--- src/rtl/data_mem_responder_if.sv ---
// Request/response channel between the MEM-stage initiator and the data-memory responder.
interface data_mem_responder_if #(
  parameter int DM_ADDRESS = 9,
  parameter int DATA_W     = 32
);
  logic                  req_valid;
  logic                  req_ready;
  logic                  req_write;
  logic [2:0]            req_funct3;
  logic [DM_ADDRESS-1:0] req_addr;
  logic [DATA_W-1:0]     req_wdata;
  logic                  rsp_valid;
  logic                  rsp_ready;
  logic [DATA_W-1:0]     rsp_rdata;
  logic                  rsp_err;

  modport master (
    output req_valid, req_write, req_funct3, req_addr, req_wdata, rsp_ready,
    input  req_ready, rsp_valid, rsp_rdata, rsp_err
  );

  modport slave (
    input  req_valid, req_write, req_funct3, req_addr, req_wdata, rsp_ready,
    output req_ready, rsp_valid, rsp_rdata, rsp_err
  );
endinterface

--- src/rtl/data_mem_responder.sv ---
// Data-memory responder: one byte/half/word load or store per request, answered
// after a fixed LATENCY with sign/zero-extended load data or an error flag.
module data_mem_responder #(
  parameter int DM_ADDRESS = 9,
  parameter int DATA_W     = 32,
  parameter int LATENCY    = 2
) (
  input logic                clock,
  input logic                reset,
  data_mem_responder_if.slave bus
);

  localparam int         WORDS  = 2 ** (DM_ADDRESS - 2);
  localparam int         LANES  = DATA_W / 8;
  localparam logic [3:0] LAT_M1 = 4'(LATENCY - 1);

  localparam logic [1:0] ST_IDLE = 2'd0;
  localparam logic [1:0] ST_WAIT = 2'd1;
  localparam logic [1:0] ST_RESP = 2'd2;

  logic [1:0]            state_q, state_d;
  logic [3:0]            cnt_q, cnt_d;
  logic                  write_q;
  logic [2:0]            funct3_q;
  logic [DM_ADDRESS-1:0] addr_q;
  logic [DATA_W-1:0]     wdata_q;

  logic                  req_ready_w;
  logic                  accept_w;
  logic                  enter_resp_w;
  logic                  commit_wr_w;
  logic                  acc_write_w;
  logic [2:0]            acc_funct3_w;
  logic [DM_ADDRESS-1:0] acc_addr_w;
  logic [DATA_W-1:0]     acc_wdata_w;
  logic                  acc_err_w;
  logic [LANES-1:0]      be_w;
  logic [DATA_W-1:0]     wlane_w;
  logic [DATA_W-1:0]     rd_word_w;
  logic                  rsp_err_w;

  function automatic logic access_err(input logic wr, input logic [2:0] f3,
                                      input logic [1:0] lane);
    logic e;
    case (f3)
      3'b000:  e = 1'b0;
      3'b001:  e = lane[0];
      3'b010:  e = (lane != 2'b00);
      3'b100:  e = wr;
      3'b101:  e = wr | lane[0];
      default: e = 1'b1;
    endcase
    return e;
  endfunction

  function automatic logic [DATA_W-1:0] load_ext(input logic [2:0] f3,
                                                 input logic [1:0] lane,
                                                 input logic [DATA_W-1:0] word);
    logic [DATA_W-1:0] shifted;
    logic [7:0]        b;
    logic [15:0]       h;
    logic [DATA_W-1:0] r;
    shifted = word >> {lane, 3'b000};
    b = shifted[7:0];
    h = lane[1] ? word[31:16] : word[15:0];
    case (f3)
      3'b000:  r = {{24{b[7]}}, b};
      3'b001:  r = {{16{h[15]}}, h};
      3'b010:  r = word;
      3'b100:  r = {24'd0, b};
      3'b101:  r = {16'd0, h};
      default: r = '0;
    endcase
    return r;
  endfunction

  assign req_ready_w = (state_q == ST_IDLE) && !reset;
  assign accept_w    = bus.req_valid && req_ready_w;

  // With LATENCY==1 the access commits on the accept edge, so use the live bus fields.
  assign acc_write_w  = (state_q == ST_IDLE) ? bus.req_write  : write_q;
  assign acc_funct3_w = (state_q == ST_IDLE) ? bus.req_funct3 : funct3_q;
  assign acc_addr_w   = (state_q == ST_IDLE) ? bus.req_addr   : addr_q;
  assign acc_wdata_w  = (state_q == ST_IDLE) ? bus.req_wdata  : wdata_q;
  assign acc_err_w    = access_err(acc_write_w, acc_funct3_w, acc_addr_w[1:0]);

  assign enter_resp_w = !reset &&
                        (((state_q == ST_IDLE) && accept_w && (LATENCY == 1)) ||
                         ((state_q == ST_WAIT) && (cnt_q == 4'd1)));
  assign commit_wr_w  = enter_resp_w && acc_write_w && !acc_err_w;

  always_comb begin
    be_w    = '0;
    wlane_w = acc_wdata_w;
    case (acc_funct3_w[1:0])
      2'b00: begin
        be_w    = 4'b0001 << acc_addr_w[1:0];
        wlane_w = {4{acc_wdata_w[7:0]}};
      end
      2'b01: begin
        be_w    = acc_addr_w[1] ? 4'b1100 : 4'b0011;
        wlane_w = {2{acc_wdata_w[15:0]}};
      end
      default: be_w = 4'b1111;
    endcase
  end

  // One RAM per byte lane gives clean byte-enable block RAM inference.
  generate
    for (genvar gi = 0; gi < LANES; gi++) begin : g_lane
      logic [7:0] lane_mem_q [WORDS];
      logic [7:0] lane_rd_q;

      always_ff @(posedge clock) begin
        if (commit_wr_w && be_w[gi]) begin
          lane_mem_q[acc_addr_w[DM_ADDRESS-1:2]] <= wlane_w[8*gi +: 8];
        end
        if (enter_resp_w) begin
          lane_rd_q <= lane_mem_q[acc_addr_w[DM_ADDRESS-1:2]];
        end
      end

      assign rd_word_w[8*gi +: 8] = lane_rd_q;
    end
  endgenerate

  always_comb begin
    state_d = state_q;
    cnt_d   = cnt_q;
    case (state_q)
      ST_IDLE: begin
        if (accept_w) begin
          cnt_d   = LAT_M1;
          state_d = (LATENCY == 1) ? ST_RESP : ST_WAIT;
        end
      end
      ST_WAIT: begin
        cnt_d = cnt_q - 4'd1;
        if (cnt_q == 4'd1) begin
          state_d = ST_RESP;
        end
      end
      ST_RESP: begin
        if (bus.rsp_ready) begin
          state_d = ST_IDLE;
        end
      end
      default: state_d = ST_IDLE;
    endcase
  end

  always_ff @(posedge clock) begin
    if (reset) begin
      state_q <= ST_IDLE;
      cnt_q   <= '0;
    end else begin
      state_q <= state_d;
      cnt_q   <= cnt_d;
    end
  end

  always_ff @(posedge clock) begin
    if (accept_w) begin
      write_q  <= bus.req_write;
      funct3_q <= bus.req_funct3;
      addr_q   <= bus.req_addr;
      wdata_q  <= bus.req_wdata;
    end
  end

  // Outputs only depend on registers that are frozen while in RESP.
  assign rsp_err_w     = (state_q == ST_RESP) && access_err(write_q, funct3_q, addr_q[1:0]);
  assign bus.req_ready = req_ready_w;
  assign bus.rsp_valid = (state_q == ST_RESP);
  assign bus.rsp_err   = rsp_err_w;
  assign bus.rsp_rdata = ((state_q == ST_RESP) && !write_q && !rsp_err_w)
                         ? load_ext(funct3_q, addr_q[1:0], rd_word_w) : '0;

endmodule

--- src/flat_wrapper.sv ---
// flat-port wrapper written by rule: the top's interface ports become plain ports
module data_mem_responder_flat 
#(
  parameter int DM_ADDRESS = 9,
  parameter int DATA_W     = 32,
  parameter int LATENCY    = 2
)
  (clock, reset, bus_req_valid, bus_req_write, bus_req_funct3, bus_req_addr, bus_req_wdata, bus_rsp_ready, bus_req_ready, bus_rsp_valid, bus_rsp_rdata, bus_rsp_err);
  data_mem_responder_if #(.DM_ADDRESS(DM_ADDRESS), .DATA_W(DATA_W)) bus_i ();
  input logic clock;
  input logic reset;
  input wire logic [$bits(bus_i.req_valid)-1:0] bus_req_valid;
  input wire logic [$bits(bus_i.req_write)-1:0] bus_req_write;
  input wire logic [$bits(bus_i.req_funct3)-1:0] bus_req_funct3;
  input wire logic [$bits(bus_i.req_addr)-1:0] bus_req_addr;
  input wire logic [$bits(bus_i.req_wdata)-1:0] bus_req_wdata;
  input wire logic [$bits(bus_i.rsp_ready)-1:0] bus_rsp_ready;
  output wire logic [$bits(bus_i.req_ready)-1:0] bus_req_ready;
  output wire logic [$bits(bus_i.rsp_valid)-1:0] bus_rsp_valid;
  output wire logic [$bits(bus_i.rsp_rdata)-1:0] bus_rsp_rdata;
  output wire logic [$bits(bus_i.rsp_err)-1:0] bus_rsp_err;
  assign bus_i.req_valid = bus_req_valid;
  assign bus_i.req_write = bus_req_write;
  assign bus_i.req_funct3 = bus_req_funct3;
  assign bus_i.req_addr = bus_req_addr;
  assign bus_i.req_wdata = bus_req_wdata;
  assign bus_i.rsp_ready = bus_rsp_ready;
  assign bus_req_ready = bus_i.req_ready;
  assign bus_rsp_valid = bus_i.rsp_valid;
  assign bus_rsp_rdata = bus_i.rsp_rdata;
  assign bus_rsp_err = bus_i.rsp_err;
  data_mem_responder #(.DM_ADDRESS(DM_ADDRESS), .DATA_W(DATA_W), .LATENCY(LATENCY)) u_core (.clock(clock), .reset(reset), .bus(bus_i));
endmodule
--- config.mk ---
export PLATFORM = sky130hd
export DESIGN_NAME = data_mem_responder_flat
export DESIGN_NICKNAME = d
export VERILOG_FILES = /design/src/rtl/data_mem_responder_if.sv /design/src/rtl/data_mem_responder.sv /design/src/flat_wrapper.sv
export SDC_FILE = /design/constraint.sdc
export NUM_CORES = 2
export LEC_CHECK = 0
export CAP_MARGIN = 20
export CORE_ASPECT_RATIO = 0.5
export CORE_MARGIN = 2
export CORE_UTILIZATION = 41
export DETAILED_ROUTE_END_ITERATION = 16
export PLACE_DENSITY = 0.54
export SKIP_CTS_REPAIR_TIMING = 1
export SLEW_MARGIN = 30
export SYNTH_ARGS = -nofsm -noshare
export SYNTH_HDL_FRONTEND = slang
export SYNTH_SLANG_ARGS = --single-unit
--- constraint.sdc ---
create_clock -name clock -period 10.35 [get_ports clock]
set_clock_uncertainty 0.2 [all_clocks]
set_input_delay 2.07 -clock clock [delete_from_list [all_inputs] [get_ports clock]]
set_output_delay 2.07 -clock clock [all_outputs]
set_load 0.005 [all_outputs]
* After elaboration in Yosys (flattened, before gate mapping)
Memory sizes are Yosys's and may differ from the RTL's. A register that Yosys moved wholly into a read port is not among the register bits.
Index checks and enable logic that the tools add are counted.
** Storage, ports and cells
- Memory bits (writable) :: 4096
- Bits in registers :: 51
- Input bits :: 49
- Memories kept :: 4
- Memory bits (read-only) :: 0
- Latch bits :: 0
- Logic and storage cells :: 82
** Operators by class
- Shifts and indexed selects :: 2
- Add/sub/neg operators :: 1
- Eq/ne operators :: 15
- Div/mod/pow operators :: 0
- Magnitude comparators :: 0
- Bitwise gates (word level) :: 2
- Multipliers :: 0
- Multiplexer cells :: 26
- Reduce and logical (&&, ||, !) cells :: 26
** Memory list
- u_core.g_lane[0].lane_mem_q :: words 128, width 8, read ports 1, clocked after memory_dff 1, write ports 1, line data_mem_responder.sv:111 : logic [7:0] lane_mem_q [WORDS];
- u_core.g_lane[1].lane_mem_q :: words 128, width 8, read ports 1, clocked after memory_dff 1, write ports 1, line data_mem_responder.sv:111
- u_core.g_lane[2].lane_mem_q :: words 128, width 8, read ports 1, clocked after memory_dff 1, write ports 1, line data_mem_responder.sv:111
- u_core.g_lane[3].lane_mem_q :: words 128, width 8, read ports 1, clocked after memory_dff 1, write ports 1, line data_mem_responder.sv:111
** Operator list (count)
- $pmux 32 s5 :: 1
- $mux 32 :: 2
- $pmux 32 s2 :: 1
- $shr 32x5->8 :: 1
- $mux 16 :: 1
- $pmux 4 s2 :: 2
- $logic_and 1x1->1 :: 13
- $eq 3x3->1 const B :: 4
- $pmux 1 s5 :: 2
- $mux 1 :: 9
- $mux 9 :: 1
- $mux 4 :: 2
- $eq 3x1->1 const B :: 2
- $eq 3x2->1 const B :: 2
- $logic_not 3->1 :: 2
- $mux 2 :: 3
- $pmux 2 s3 :: 1
- $reduce_bool 2->1 :: 3
- $eq 2x1->1 const B :: 2
- $eq 4x1->1 const B :: 1
- $logic_not 1->1 :: 4
- $logic_not 2->1 :: 2
- $ne 2x2->1 const B :: 2
- $shl 1x2->4 const A :: 1
- other kinds (7) :: 8

* Logic depth before layout (Yosys ltp)
- Depth after elaboration :: 9
- Mapped depth :: 11
- Gate-level depth less buffers :: 7

* Least setup slack after synthesis
No wires, ideal clock.
- Kind :: input port to flip-flop
- From :: in bus_req_funct3[0]
- To :: mem u_core.g_lane[3].lane_mem_q[0][5] (data pin)
- Slack :: 1.036 ns
- Setup time :: 1.197 ns
- Data required time :: 8.953 ns
- Path buffers :: 1
- Cell stages on the path :: 4
- Data arrival time :: 7.917 ns
- Path through :: mux2i_1 clkbuf_1 o21ai_0 o21ai_0
** Between the ends
- Cells in the longest elaborated chain, start to end :: 3
** Ends and longest elaborated chain
- start, declared :: line flat_wrapper.sv:14 : input wire logic [$bits(bus_i.req_funct3)-1:0] bus_req_funct3;
- $mux 3 (*) :: line data_mem_responder.sv:82 : assign acc_funct3_w = (state_q == ST_IDLE) ? bus.req_funct3 : funct3_q;
- $eq 2x1->1 or $logic_not 2->1 (tied branches) :: line data_mem_responder.sv:95 : case (acc_funct3_w[1:0])
- $pmux 32 s2 (*) :: line data_mem_responder.sv:95
- net u_core.wlane_w[29] :: line data_mem_responder.sv:38 : logic [DATA_W-1:0] wlane_w;
- end, declared :: line data_mem_responder.sv:111
The timed path passes the listed nets; every way through them passes the cells marked *.

* Final worst setup path
- From :: in bus_req_addr[2]
- To :: reg u_core.g_lane[3].lane_rd_q[3], read port of u_core.g_lane[3].lane_mem_q (data pin)
** Between the ends
- Cells in the longest elaborated chain, start to end :: 1
** Ends and longest elaborated chain
- start, declared :: line flat_wrapper.sv:15 : input wire logic [$bits(bus_i.req_addr)-1:0] bus_req_addr;
- $mux 9 :: line data_mem_responder.sv:83 : assign acc_addr_w = (state_q == ST_IDLE) ? bus.req_addr : addr_q;
- end, declared :: line data_mem_responder.sv:112 : logic [7:0] lane_rd_q;
No other way between the ends.
A chain may end at the register's enable or synchronous reset.

==> run summary <==
### Outcome
* **run status** completed

### Routing
* **routed wire length** 590000 um
* **count of routing violations after the opening detailed-route iteration** 19352
* **Avg Vias per Cell** 6.43
* **# DRC** 0
* **average routed wire per standard cell** 31.7 um
* **remaining antenna violation count** 0
* **number of detailed-route iterations in the first pass** 6
* **total vias in the final route** 119455

### Timing
* **final worst path period share** 61.5%
* **highest achievable clock rate** 0.157 GHz
* **fin. max-slew vios** 0
* **Finish-stage setup viols** 0
* **worst hold margin** 327 ps
* **final critical delay including setup and external delays** 6370 ps
* **number of hold violations in the final report** 0
* **relative slew slack** 16.4%
* **transition time at the pin with the least slew margin** 1250 ps
* **setup TNS** 0 ps
* **unrepaired setup endpoints after global routing** no
* **Worst Slack Setup Final** 3980 ps

### Layout
* **final standard cell area without fillers** 190000 sq um
* **flip-flop and latch area** 125000 sq um
* **fraction of layout cells with a size suffix above 1** 7.79%
* **fillers** 36760
* **area occupied by multi-input gates** 42200 sq um
* **synthesis-to-layout area growth** 10.9%
* **Layout Nets** 12726
* **non-filler cells in the finished layout** 18586

### GRT
* **initial antenna violation count** 37
* **largest net degree at the start of global routing** 233
* **total gr overflow** 0
* **busiest layer in global routing** met1
* **total track usage** 26.7%
* **global-route wire length before repair** 832000 um
* **met3 track utilization from global routing** 7.34%
* **met2 track utilization from global routing** 36.3%
* **vias in the first global route** 109382
* **met1 routing resource usage after global routing** 41.8%

### Synth
* **sequential element share of the synthesized area** 73.1%
* **cell area after technology mapping** 172000 sq um
* **Syn Nets** 13304
* **cell count after synthesis** 13253
* **Cell variety after synth** 50
* **average footprint of a synthesized cell** 13.0 sq um
* **ys async rst share** 0%
* **post-synthesis sequential element count** 4179
* **Post-synth EDFFs** 4173
* **Synth top area share** 73.0%
* **number of warnings reported in the yosys synthesis log** 0
* **main flop type after synthesis** edfxtp_1
* **cell type with the largest total area after synthesis** edfxtp_1
* **ranking of synthesized cells by area** edfxtp_1 (73%), a21oi_1 (6.1%), o21ai_0 (6.0%), nand3_1 (6.0%), o41ai_1 (2.6%)

### Critical path
* **sequence of cells on the critical path** clkdlybuf4s50_1 -> or3b_4 -> buf_4 -> buf_12 -> buf_4 -> nand3_1 -> a21oi_1 -> o41ai_1 -> a41oi_1 -> or4_1
* **CP startpoint kind** primary input
* **data required time at the worst endpoint** 10820 ps
* **master of the slowest instance on the critical path** o41ai_1
* **Critical Path Fanout Max** 145
* **Setup crit end kind** register
* **delay of the slowest cell on the worst path** 930 ps
* **most numerous cell on the critical path** buf_4
* **endpoint arrival time on the critical path** 6840 ps
* **crit path kind** primary input to register

### Pwr
* **Sequential Power Share** 51.1%
* **net switching component of the power** 10000 uW
* **design internal power** 27800 uW
* **power per standard cell area** 199 nW/um^2
* **leakage power total** 0.0562 uW
* **net switching share of the total power** 26.5%
* **relative contribution of the clock network to total power** 37.1%
* **combinational power share** 11.8%
* **Peak supply drop** 0.142 mV

### Placed design
* **Post-Place Worst Slack** 2930 ps
* **number of port buffers** 83
* **Inst Count DP** 17855
* **Placer Congestion** 0.891
* **placement-stage cell area** 178000 sq um
* **half-perimeter wire length after placement** 351000 um

### Clock network
* **number of buffers created by CTS** 391
* **TritonCTS clock tree** done
* **CTS HTree Levels** 5
* **sinks on the clock net** 4179
* **cell at the root of the clock tree** clkbuf_16
* **Worst-Skew Late Latency** 950 ps
* **worst-case clock buffer depth** 4
* **CTS clk-pin slew, worst paths** 70 ps

### Floorplan
* **height of the chip** 462 um
* **io pins** 84
* **starting utilization of the core area** 41.3%
* **width of the chip** 919 um
* **die area** 424000 sq um
* **Core Rows** 167
* **core area** 415000 sq um

### Job
* **Max Cap Violations** 0

### Min path
* **min-delay worst type** register to register

## path summary, 6_finish.rpt
| kind | start | end | slack (ps) | cells past startpoint |
|---|---|---|---|---|
| setup / recovery | bus_req_addr[2] | u_core.g_lane[3].lane_rd_q[3] | 3980 | 10 |
| hold / removal | u_core.cnt_q[1] | u_core.cnt_q[1] | 330 | 2 |
| setup reg to reg | u_core.state_q[1] | u_core.g_lane[2].lane_mem_q[126][1] | 4430 | 9 |
| hold reg to reg | u_core.cnt_q[1] | u_core.cnt_q[1] | 330 | 2 |
## synth_stat cells (39+ instances only)
master and count:
nand3_1 2051, a21oi_1 2085, a41oi_1 128, edfxtp_1 4173, nand2_1 174, o41ai_1 512, clkbuf_1 879, nor2_1 564
mux2i_1 39, buf_1 119, o21ai_0 2062, buf_2 282
## critical path, delay by kind of cell
kind | cells | cell delay, ps
AND/OR/NAND/NOR | 3 | 1420
AO/OA/AOI/OAI | 3 | 1560
buffers and inverters | 4 | 1650
## final cells by class
class                           instances  area share, %
Multi-Input combinational cell       7759           22.2
Inverter                               17         0.0506
Clock inverter                        196          0.787
Antenna cell                           34         0.0447
Timing Repair Buffer                  327           1.94
Tap cell                             5577           3.67
Sequential cell                      4179           65.9
Clock buffer                          497           5.46
## per-layer routing
layer  part of all wire, %  routed length [um]
met1                    44              257000
met2                    41              243000
met3                    13               74200
met4                   2.6               15300
met5                 0.021                 126
## per-stage QoR
step / total power, uW / util, %
floorplan: 22300 / -
global placement: 24100 / 42.7
detailed placement: 24100 / 42.9
CTS: 37900 / 45.7
global route: 38800 / 45.8
finish: 37800 / 45.8
## state kept, by name, summed over array words and instances (netlist names)
| name | flops |
|---|---|
| u_core.g_lane.lane_mem_q | 4096 |
| u_core.g_lane.lane_rd_q | 32 |
| u_core.wdata_q | 32 |
| u_core.addr_q | 9 |
| u_core.cnt_q | 4 |
| u_core.funct3_q | 3 |
| u_core.state_q | 2 |
| u_core.write_q | 1 |
## power groups by stage
stage	clock, uW	combinational (uW)	sequential [uW]
2_1_floorplan	0	2410	19900
3_3_place_gp	0	4380	19700
3_5_place_dp	0	4410	19700
4_1_cts	14100	4420	19300
5_1_grt	14800	4730	19300
6_report	14000	4480	19300
## cells by family (layout without fill, tap and decap cells)
kind of cell	Yosys count	after routing	share of synthesized area (%)
AO/OA/AOI/OAI	4846	4846	15.6
flip-flops	4179	4179	73.1
AND/OR/NAND/NOR	2862	2862	7.89
buffers and inverters	1315	1037	3.13
multiplexers	49	49	0.300
adder cells (fa/ha/maj)	2	2	0.0146
other	0	34	0
## cell usage in the layout, fill, tap and decap left out, types with 100 or more instances in the layout
| master | netlist | final |
|---|---|---|
| clkinv_1 | 0 | 100 |
| a21oi_1 | 2085 | 2077 |
| o41ai_1 | 512 | 488 |
| nor2_2 | 0 | 158 |
| o21ai_0 | 2062 | 2051 |
| edfxtp_1 | 4173 | 4173 |
| a41oi_1 | 128 | 122 |
| clkbuf_16 | 0 | 401 |
| nand3_1 | 2051 | 2051 |
| nor2_1 | 564 | 398 |
| buf_4 | 15 | 157 |
| nand2_1 | 174 | 169 |
(Power assumes the default switching activity.)
